<file path="src/rtl/svm_stream_classifier.sv">
// Streaming linear-SVM classifier: serial features are MAC'd against loadable weights,
// a loadable bias is added, and the saturated score is thresholded to a 1-bit class.
module svm_stream_classifier #(
  parameter  int N_FEAT = 4,
  parameter  int FEAT_W = 16,
  parameter  int WGT_W  = 10,
  parameter  int BIAS_W = 22,
  parameter  int ACC_W  = 28,
  localparam int ADDR_W = $clog2(N_FEAT + 1)
) (
  input  logic                     clk,
  input  logic                     rst,
  input  logic                     cfg_we_i,
  input  logic [ADDR_W-1:0]        cfg_addr_i,
  input  logic [BIAS_W-1:0]        cfg_data_i,
  input  logic                     feat_valid_i,
  output logic                     feat_ready_o,
  input  logic [FEAT_W-1:0]        feat_data_i,
  input  logic                     feat_last_i,
  output logic                     res_valid_o,
  input  logic                     res_ready_i,
  output logic                     res_class_o,
  output logic signed [ACC_W-1:0]  res_score_o,
  output logic                     res_err_o,
  output logic                     busy_o
);

  localparam int PROD_W = FEAT_W + WGT_W + 1;
  localparam int MAX_AB = (ACC_W > PROD_W) ? ACC_W : PROD_W;
  localparam int MAX_W  = (MAX_AB > BIAS_W) ? MAX_AB : BIAS_W;
  localparam int SUM_W  = MAX_W + 1;
  localparam logic signed [SUM_W-1:0] SAT_MAX = {{(SUM_W-ACC_W+1){1'b0}}, {(ACC_W-1){1'b1}}};
  localparam logic signed [SUM_W-1:0] SAT_MIN = {{(SUM_W-ACC_W+1){1'b1}}, {(ACC_W-1){1'b0}}};

  typedef enum logic [1:0] {S_IDLE, S_ACC, S_BIAS, S_RES} state_e;

  state_e                    state_q, state_d;
  logic signed [WGT_W-1:0]   wgt_q [N_FEAT];
  logic signed [BIAS_W-1:0]  bias_q;
  logic signed [ACC_W-1:0]   acc_q, acc_d;
  logic [ADDR_W-1:0]         idx_q, idx_d;
  logic                      err_q, err_d;
  logic signed [ACC_W-1:0]   score_q, score_d;
  logic                      class_q, class_d;
  logic                      rerr_q, rerr_d;

  logic                      feat_hs;
  logic                      last_idx;
  logic signed [WGT_W-1:0]   wgt_sel;
  logic signed [PROD_W-1:0]  prod;
  logic signed [SUM_W-1:0]   mac_sum;
  logic signed [SUM_W-1:0]   bias_sum;

  function automatic logic signed [ACC_W-1:0] sat(input logic signed [SUM_W-1:0] s);
    if (s > SAT_MAX)      return SAT_MAX[ACC_W-1:0];
    else if (s < SAT_MIN) return SAT_MIN[ACC_W-1:0];
    else                  return s[ACC_W-1:0];
  endfunction

  assign feat_ready_o = (state_q == S_IDLE) || (state_q == S_ACC);
  assign res_valid_o  = (state_q == S_RES);
  assign busy_o       = (state_q != S_IDLE);
  assign res_class_o  = class_q;
  assign res_score_o  = score_q;
  assign res_err_o    = rerr_q;

  assign feat_hs  = feat_valid_i & feat_ready_o;
  assign last_idx = (idx_q == ADDR_W'(N_FEAT - 1));

  always_comb begin
    wgt_sel = '0;
    for (int i = 0; i < N_FEAT; i++) begin
      if (idx_q == ADDR_W'(i)) wgt_sel = wgt_q[i];
    end
  end

  // Feature is unsigned, so a zero MSB is prepended before the signed multiply.
  assign prod     = PROD_W'($signed({1'b0, feat_data_i})) * PROD_W'(wgt_sel);
  assign mac_sum  = SUM_W'(acc_q) + SUM_W'(prod);
  assign bias_sum = SUM_W'(acc_q) + SUM_W'(bias_q);

  always_comb begin
    state_d = state_q;
    acc_d   = acc_q;
    idx_d   = idx_q;
    err_d   = err_q;
    score_d = score_q;
    class_d = class_q;
    rerr_d  = rerr_q;
    case (state_q)
      S_IDLE, S_ACC: begin
        if (feat_hs) begin
          acc_d = sat(mac_sum);
          idx_d = idx_q + ADDR_W'(1);
          if (feat_last_i || last_idx) begin
            state_d = S_BIAS;
            err_d   = ~(feat_last_i & last_idx);
          end else begin
            state_d = S_ACC;
          end
        end
      end
      S_BIAS: begin
        score_d = sat(bias_sum);
        class_d = ~score_d[ACC_W-1];
        rerr_d  = err_q;
        state_d = S_RES;
      end
      S_RES: begin
        if (res_ready_i) begin
          state_d = S_IDLE;
          acc_d   = '0;
          idx_d   = '0;
        end
      end
      default: state_d = S_IDLE;
    endcase
  end

  always_ff @(posedge clk or posedge rst) begin
    if (rst) begin
      state_q <= S_IDLE;
      acc_q   <= '0;
      idx_q   <= '0;
      err_q   <= 1'b0;
      score_q <= '0;
      class_q <= 1'b0;
      rerr_q  <= 1'b0;
    end else begin
      state_q <= state_d;
      acc_q   <= acc_d;
      idx_q   <= idx_d;
      err_q   <= err_d;
      score_q <= score_d;
      class_q <= class_d;
      rerr_q  <= rerr_d;
    end
  end

  // Coefficients only change between frames so a frame never mixes old and new values.
  always_ff @(posedge clk or posedge rst) begin
    if (rst) begin
      bias_q <= '0;
      for (int i = 0; i < N_FEAT; i++) wgt_q[i] <= '0;
    end else if (cfg_we_i && (state_q == S_IDLE)) begin
      if (cfg_addr_i == ADDR_W'(N_FEAT)) begin
        bias_q <= cfg_data_i;
      end else begin
        for (int i = 0; i < N_FEAT; i++) begin
          if (cfg_addr_i == ADDR_W'(i)) wgt_q[i] <= cfg_data_i[WGT_W-1:0];
        end
      end
    end
  end

endmodule

</file>
<file path="config.mk">
export PLATFORM = sky130hd
export DESIGN_NAME = svm_stream_classifier
export DESIGN_NICKNAME = d
export VERILOG_FILES = /design/src/rtl/svm_stream_classifier.sv
export SDC_FILE = /design/constraint.sdc
export NUM_CORES = 1
export LEC_CHECK = 0
export ABC_AREA = 1
export ABC_CLOCK_PERIOD_IN_PS = 6900
export BUFFER_PORTS_ARGS = -buffer_cell sky130_fd_sc_hd__buf_2
export CAP_MARGIN = 20
export CORE_MARGIN = 2
export CORE_UTILIZATION = 35
export CTS_BUF_LIST = sky130_fd_sc_hd__clkbuf_2
export DETAILED_ROUTE_END_ITERATION = 10
export GPL_ROUTABILITY_DRIVEN = 0
export SLEW_MARGIN = 20
export SYNTH_ARGS = -nofsm -noshare
export SYNTH_HDL_FRONTEND = slang
export SYNTH_SLANG_ARGS = --single-unit
</file>
<file path="constraint.sdc">
create_clock -name clk -period 6.9 [get_ports clk]
set_clock_uncertainty 0.15 [all_clocks]
set_input_delay 0.345 -clock clk [delete_from_list [all_inputs] [get_ports clk]]
set_output_delay 0.345 -clock clk [all_outputs]
set_load 0.02 [all_outputs]
</file>
==> flow_summary.ini, run 1 <==
[drt]
drt_pre_antenna_iters = 10
wl_per_cell_um = 15.8
vias = 12500
wl_um = 40200
ant_nets = 0
viasPerCell = 4.90
drtIter0Drc = 883
drc_errors = 0

[synthesis]
syn_area_sq_um = 14000
syn-num-nets = 2183
synth_top_family_by_area = adder cells
synth-simple-area-share = 0.263
synthMuxAreaShare = 0.00966
synthCells = 1884
post_synth_num_cell_types = 43
syn_area_per_cell_sq_um = 7.42
synth_compound_gate_area_share = 0.0641
synth_xor_area_frac = 0.0194
seq_area_frac_synth = 0.226
yosys_warnings = 0
synth_seq_cells = 126
synth_adder_area_share = 0.300

[placement]
pre_cts_ws_ps = -34.2
port_buffers = 79
hpwl_um = 32700

[global_route]
grt_max_degree = 75
grt_pass1_wl_um = 64000
overflow = 0
grt_antenna_before_repair = 1
grt_pass1_vias = 12300
grt_usage = 0.196

[critical_path]
max_stage_delay_ps = 540
startpoint_type = flip-flop
critPathMaxFanout = 14
ff2ff_path_depth = 37
cp.arrival_ps = 7000
worst_setup_path_end_kind = flip-flop
cp-startpoint = idx_q[0]$_DFFE_PP0P_
reg2reg_from = idx_q[0]$_DFFE_PP0P_
cpMostUsedCell = nand2_1
cp_slowest_cell = fa_1
critPathKind = flip-flop to flip-flop
cp.required_ps = 7360

[floorplan]
rows = 73
ios = 80
core_sq_um = 39500
fp.dieH_um = 204
die_w_um = 204
dieArea_sq_um = 41600
initial_core_util = 0.354

[clocking]
cts_buffer_depth = 2
clk_pin_slew_worst_paths_ps = 230
cts_tree = yes
clockRootBuffer = clkbuf_2
cts-buffers-inserted = 17
clock_latency_ps = 720
h-tree-depth = 4
cts.sinks = 126

[sta]
clock.fmax_mhz = 153
layout_min_cycle_time_ps = 6550
relSlewSlack = 0.363
finalSetupViolCount = 0
post-route-period-util = 0.949
slew_violations = 0
fin_ws_ps = 354
worst_pin_slew_ps = 956
rsz0062_at_grt = no
finalHoldViolCount = 0

[final_layout]
final_cell_mix = nand2_1, inv_1, fa_1, nor2_1, dfrtp_1
fillCellCount = 4098
area_growth_pct = 14.3
seqCellArea_sq_um = 3150
fin_util = 0.404
final_nets = 2306
mostFrequentLayoutCell = nand2_1
multiInputGateArea_sq_um = 9370
drive_gt1_frac = 0.137

[min_path]
hp-class = input pin to async pin

[run_status]
status = complete, no violations

[job]
drv.max_cap_violation_count = 0
==> synthesized netlist by cell type, drive strengths merged <==
master / count / area (sq um)
a21oi: 56 / 288
xor2: 23 / 201
o21a: 2 / 15.0
nor2: 149 / 587
fa: 139 / 2780
mux2: 12 / 135
nor3: 10 / 60.1
or2: 2 / 12.5
inv: 368 / 1380
nand3: 92 / 485
nand2: 599 / 2340
buf: 29 / 188
o211ai: 6 / 45.0
and2: 1 / 6.26
clkinv: 1 / 3.75
a21o: 3 / 22.5
nand3b: 7 / 52.6
o21bai: 9 / 67.6
a31oi: 5 / 31.3
ha: 113 / 1410
clkbuf: 22 / 82.6
o21ai: 81 / 405
nand4: 16 / 115
xnor2: 8 / 70.1
a21boi: 2 / 15.0
dfrtp: 126 / 3150
nor4: 1 / 6.26
or3: 1 / 6.26
o22ai: 1 / 6.26
==> worst paths after layout <==
check                                             endpoint  slack [ps]
min in group clk                     bias_q[7]$_DFFE_PP0P_         130
max in group asynchronous             acc_q[4]$_DFFE_PP0P_        5090
worst max-delay path                 acc_q[23]$_DFFE_PP0P_         350
worst max register to register       acc_q[23]$_DFFE_PP0P_         350
worst min register to register       res_err_o$_DFFE_PP0N_         350
worst min-delay path            res_score_o[5]$_DFFE_PP0N_          70
==> worst max-delay path, delay by kind of cell, from the launching register on <==
kind	cells	cell delay, ps
buffers and inverters	13	1180
flip-flops	1	470
AO/OA/AOI/OAI	4	520
AND/OR/NAND/NOR	13	1010
adder cells (fa/ha/maj)	7	3050
==> stage by stage <==
step / instance area (sq um) / TNS (ps) / cells / hold slack [ps]
6_report: 16000 / 0 / 2546 / 73.2
5_1_grt: 16000 / 0 / 2546 / 96.4
4_1_cts: 15600 / 0 / 2528 / 42.9
3_5_place_dp: 15000 / -260 / 2469 / 311
3_3_place_gp: 15000 / 0 / 2469 / 306
2_1_floorplan: 14000 / 0 / 1884 / 298
==> registers in the layout, indices dropped and copies added (netlist names) <==
signal and count:
wgt_q 40, res_err_o 1, idx_q 3, err_q 1, acc_q 28, state_q 2
bias_q 22, res_class_o 1, res_score_o 28
==> what timing repair did <==
| action | 4_1_cts | 5_1_grt |
|---|---|---|
| pin swaps | 0 | 2 |
| setup buffers | 1 | 14 |
| hold buffers | 26 | 0 |
| endpoints found under the setup margin | 27 | 28 |
| hold endpoints to repair | 117 | 0 |
| resized for setup | 3 | 62 |
| gates cloned | 0 | 3 |
==> metal layers <==
metal,global-route usage,part of all wire
met5,0,0
met1,0.257,0.43
met4,0.0808,0.040
met3,0.0226,0.049
met2,0.329,0.48
==> logic make-up after synthesis <==
group / count (synthesis)
and+or+nand+nor: 878
buffers and inverters: 420
adders and majority gates: 252
AOI/OAI and AO/OA: 165
DFF: 126
xor gates and xnor gates: 31
muxes: 12
==> layout make-up <==
| type | instances | area share |
|---|---|---|
| flip-flops and latches | 126 | 0.197 |
| repair inverters | 1 | 0.000313 |
| clock buffers | 19 | 0.00595 |
| inverters | 369 | 0.0878 |
| diodes | 1 | 0.000157 |
| repair buffers | 154 | 0.0704 |
| multi-input cells | 1338 | 0.587 |
| well taps | 525 | 0.0411 |
| clock inverters | 13 | 0.0103 |
Power of run 1 is not shown: default switching activity piles up to over one toggle a cycle in this logic, so the estimate is an artifact.
==> inputs of run 2 (changes only) <==
Settings changed: CORE_MARGIN 2 to default, SKIP_LAST_GASP from default to 1.
==> run 2 against run 1 <==
Net effect:
- the flow now finishes with violations (DRC)
- register-to-register slack worse by 30 ps
- count of clock-buffer cells in the layout down 1
- highest routed layer unchanged
- wire length up 0.90%
- fmax down 0.52%
- die area down 2.0%
- first-iteration DRC count down 11%
- cell area down 0.54%
- non-clock buffer count down 1
==> flow_summary.ini, run 2 (synthesis gave the netlist of run 1 again) <==
[placement]
port_buffers = 79
hpwl_um = 33100

[critical_path]
endpoint = acc_q[26]$_DFFE_PP0P_
cpMostUsedCell = nand2_1
startpoint_type = flip-flop
reg2reg_to = acc_q[26]$_DFFE_PP0P_
cp.required_ps = 7320
cp-startpoint = idx_q[0]$_DFFE_PP0P_
crit_family = adder cells
worst_setup_path_end_kind = flip-flop
max_stage_delay_ps = 580
rrSetupSlack_ps = 320
critPathKind = flip-flop to flip-flop
critPathMaxFanout = 12
cp.arrival_ps = 7000
critical_path_depth = 31
reg2reg_from = idx_q[0]$_DFFE_PP0P_
ff2ff_path_depth = 31
path_buf_inv = 8
cp_slowest_cell = fa_1

[clocking]
h-tree-depth = 4
clock_latency_ps = 710
cts-buffers-inserted = 17
clk_pin_slew_worst_paths_ps = 250
cts_buffer_depth = 2
clockRootBuffer = clkbuf_2
cts.sinks = 126
cts_tree = yes

[drt]
drtIter0Drc = 783
vias = 12400
viasPerCell = 4.89
ant_nets = 0
drt_pre_antenna_iters = 9
wl_um = 40600
drc_errors = 2
wl_per_cell_um = 16.0

[sta]
relSlewSlack = 0.446
finalHoldViolCount = 0
fin_hold_ws_ps = 50.8
clock.fmax_mhz = 152
post-route-period-util = 0.954
finalSetupViolCount = 0
worst_pin_slew_ps = 829
slew_violations = 0
layout_min_cycle_time_ps = 6580

[floorplan]
core_sq_um = 39000
ios = 80
die_w_um = 202
fp.dieH_um = 202
rows = 72
initial_core_util = 0.358
dieArea_sq_um = 40800

[global_route]
grt_usage = 0.200
grt_antenna_before_repair = 1
grt_pass1_vias = 12200
grt_max_degree = 83
overflow = 0
grt_pass1_wl_um = 64400

[final_layout]
final_cell_mix = nand2_1, inv_1, fa_1, nor2_1, dfrtp_1
area_growth_pct = 13.7
regMostFlops = wgt_q
largest_register_ffs = 40
final_nets = 2305
fin_util = 0.407
drive_gt1_frac = 0.135
mostFrequentLayoutCell = nand2_1
fillCellCount = 4003

[run_status]
failed_checks = DRC
status = complete, but fails checks

[job]
drv.max_cap_violation_count = 0

[min_path]
hp-class = input pin to async pin
## run 2: cell types whose count changed in the layout (fill, tap and decap cells not counted), sizes merged
cell      delta
inv          +2
clkinv       -2
buf          -1
clkbuf       -1
clkinvlp     +1
## run 2: area by class of cell
class / count / area (sq um) / share of cell area
sequential: 126 / 3150 / 0.198
inverter: 369 / 1410 / 0.0887
antenna: 1 / 2.50 / 0.000157
clock inverter: 14 / 180 / 0.0113
clock buffer: 18 / 90.1 / 0.00567
timing repair inverter: 1 / 7.51 / 0.000472
timing repair buffer: 153 / 1070 / 0.0672
multi-input combinational: 1338 / 9330 / 0.587
tap: 518 / 648 / 0.0408
## run 2: metrics by stage
stage	cell area, sq um	TNS, ps	setup WS (ps)	cells
5_1_grt	15900	-3.31	-2.35	2538
2_1_floorplan	14000	0	592	1884
3_5_place_dp	15000	-988	-64.6	2459
6_report	15900	0	320	2538
3_3_place_gp	15000	0	47.2	2459
4_1_cts	15600	0	4.24	2523
## run 2: worst register-to-register path, delay by kind of cell, from the launching register on
kind | cells | cell delay [ps]
simple gates | 15 | 1610
fa+ha+maj | 7 | 3110
buf+inv | 8 | 1040
compound gates | 1 | 100
flops | 1 | 450
## run 2: layer usage
layer	vias up	share of wire	wire length (um)	track usage
li1	5981	-	-	-
met5	-	0	0	0
met4	0	0.036	1460	0.0676
met3	76	0.049	1990	0.0239
met2	353	0.49	20000	0.351
met1	5995	0.42	17100	0.253
## run 2: worst min-delay path by stage
stage,start,end,cells after the start
6_report,rst,res_score_o[19]$_DFFE_PP0N_,3
5_1_grt,rst,res_score_o[19]$_DFFE_PP0N_,3
4_1_cts,rst,res_score_o[19]$_DFFE_PP0N_,3
3_5_place_dp,rst,res_score_o[19]$_DFFE_PP0N_,2
3_3_place_gp,rst,res_score_o[19]$_DFFE_PP0N_,2
2_1_floorplan,wgt_q[1]$_DFFE_PP0P_,wgt_q[1]$_DFFE_PP0P_,2
## run 2: what timing repair did
action | in CTS | in global routing
setup endpoints to repair | 27 | 28
resized for setup | 5 | 56
buffers inserted | 6 | 11
hold buffers | 26 | 0
gates cloned | 0 | 2
hold endpoints to repair | 109 | 0
pin swaps | 0 | 4
Power of run 2 is left out for the same reason.
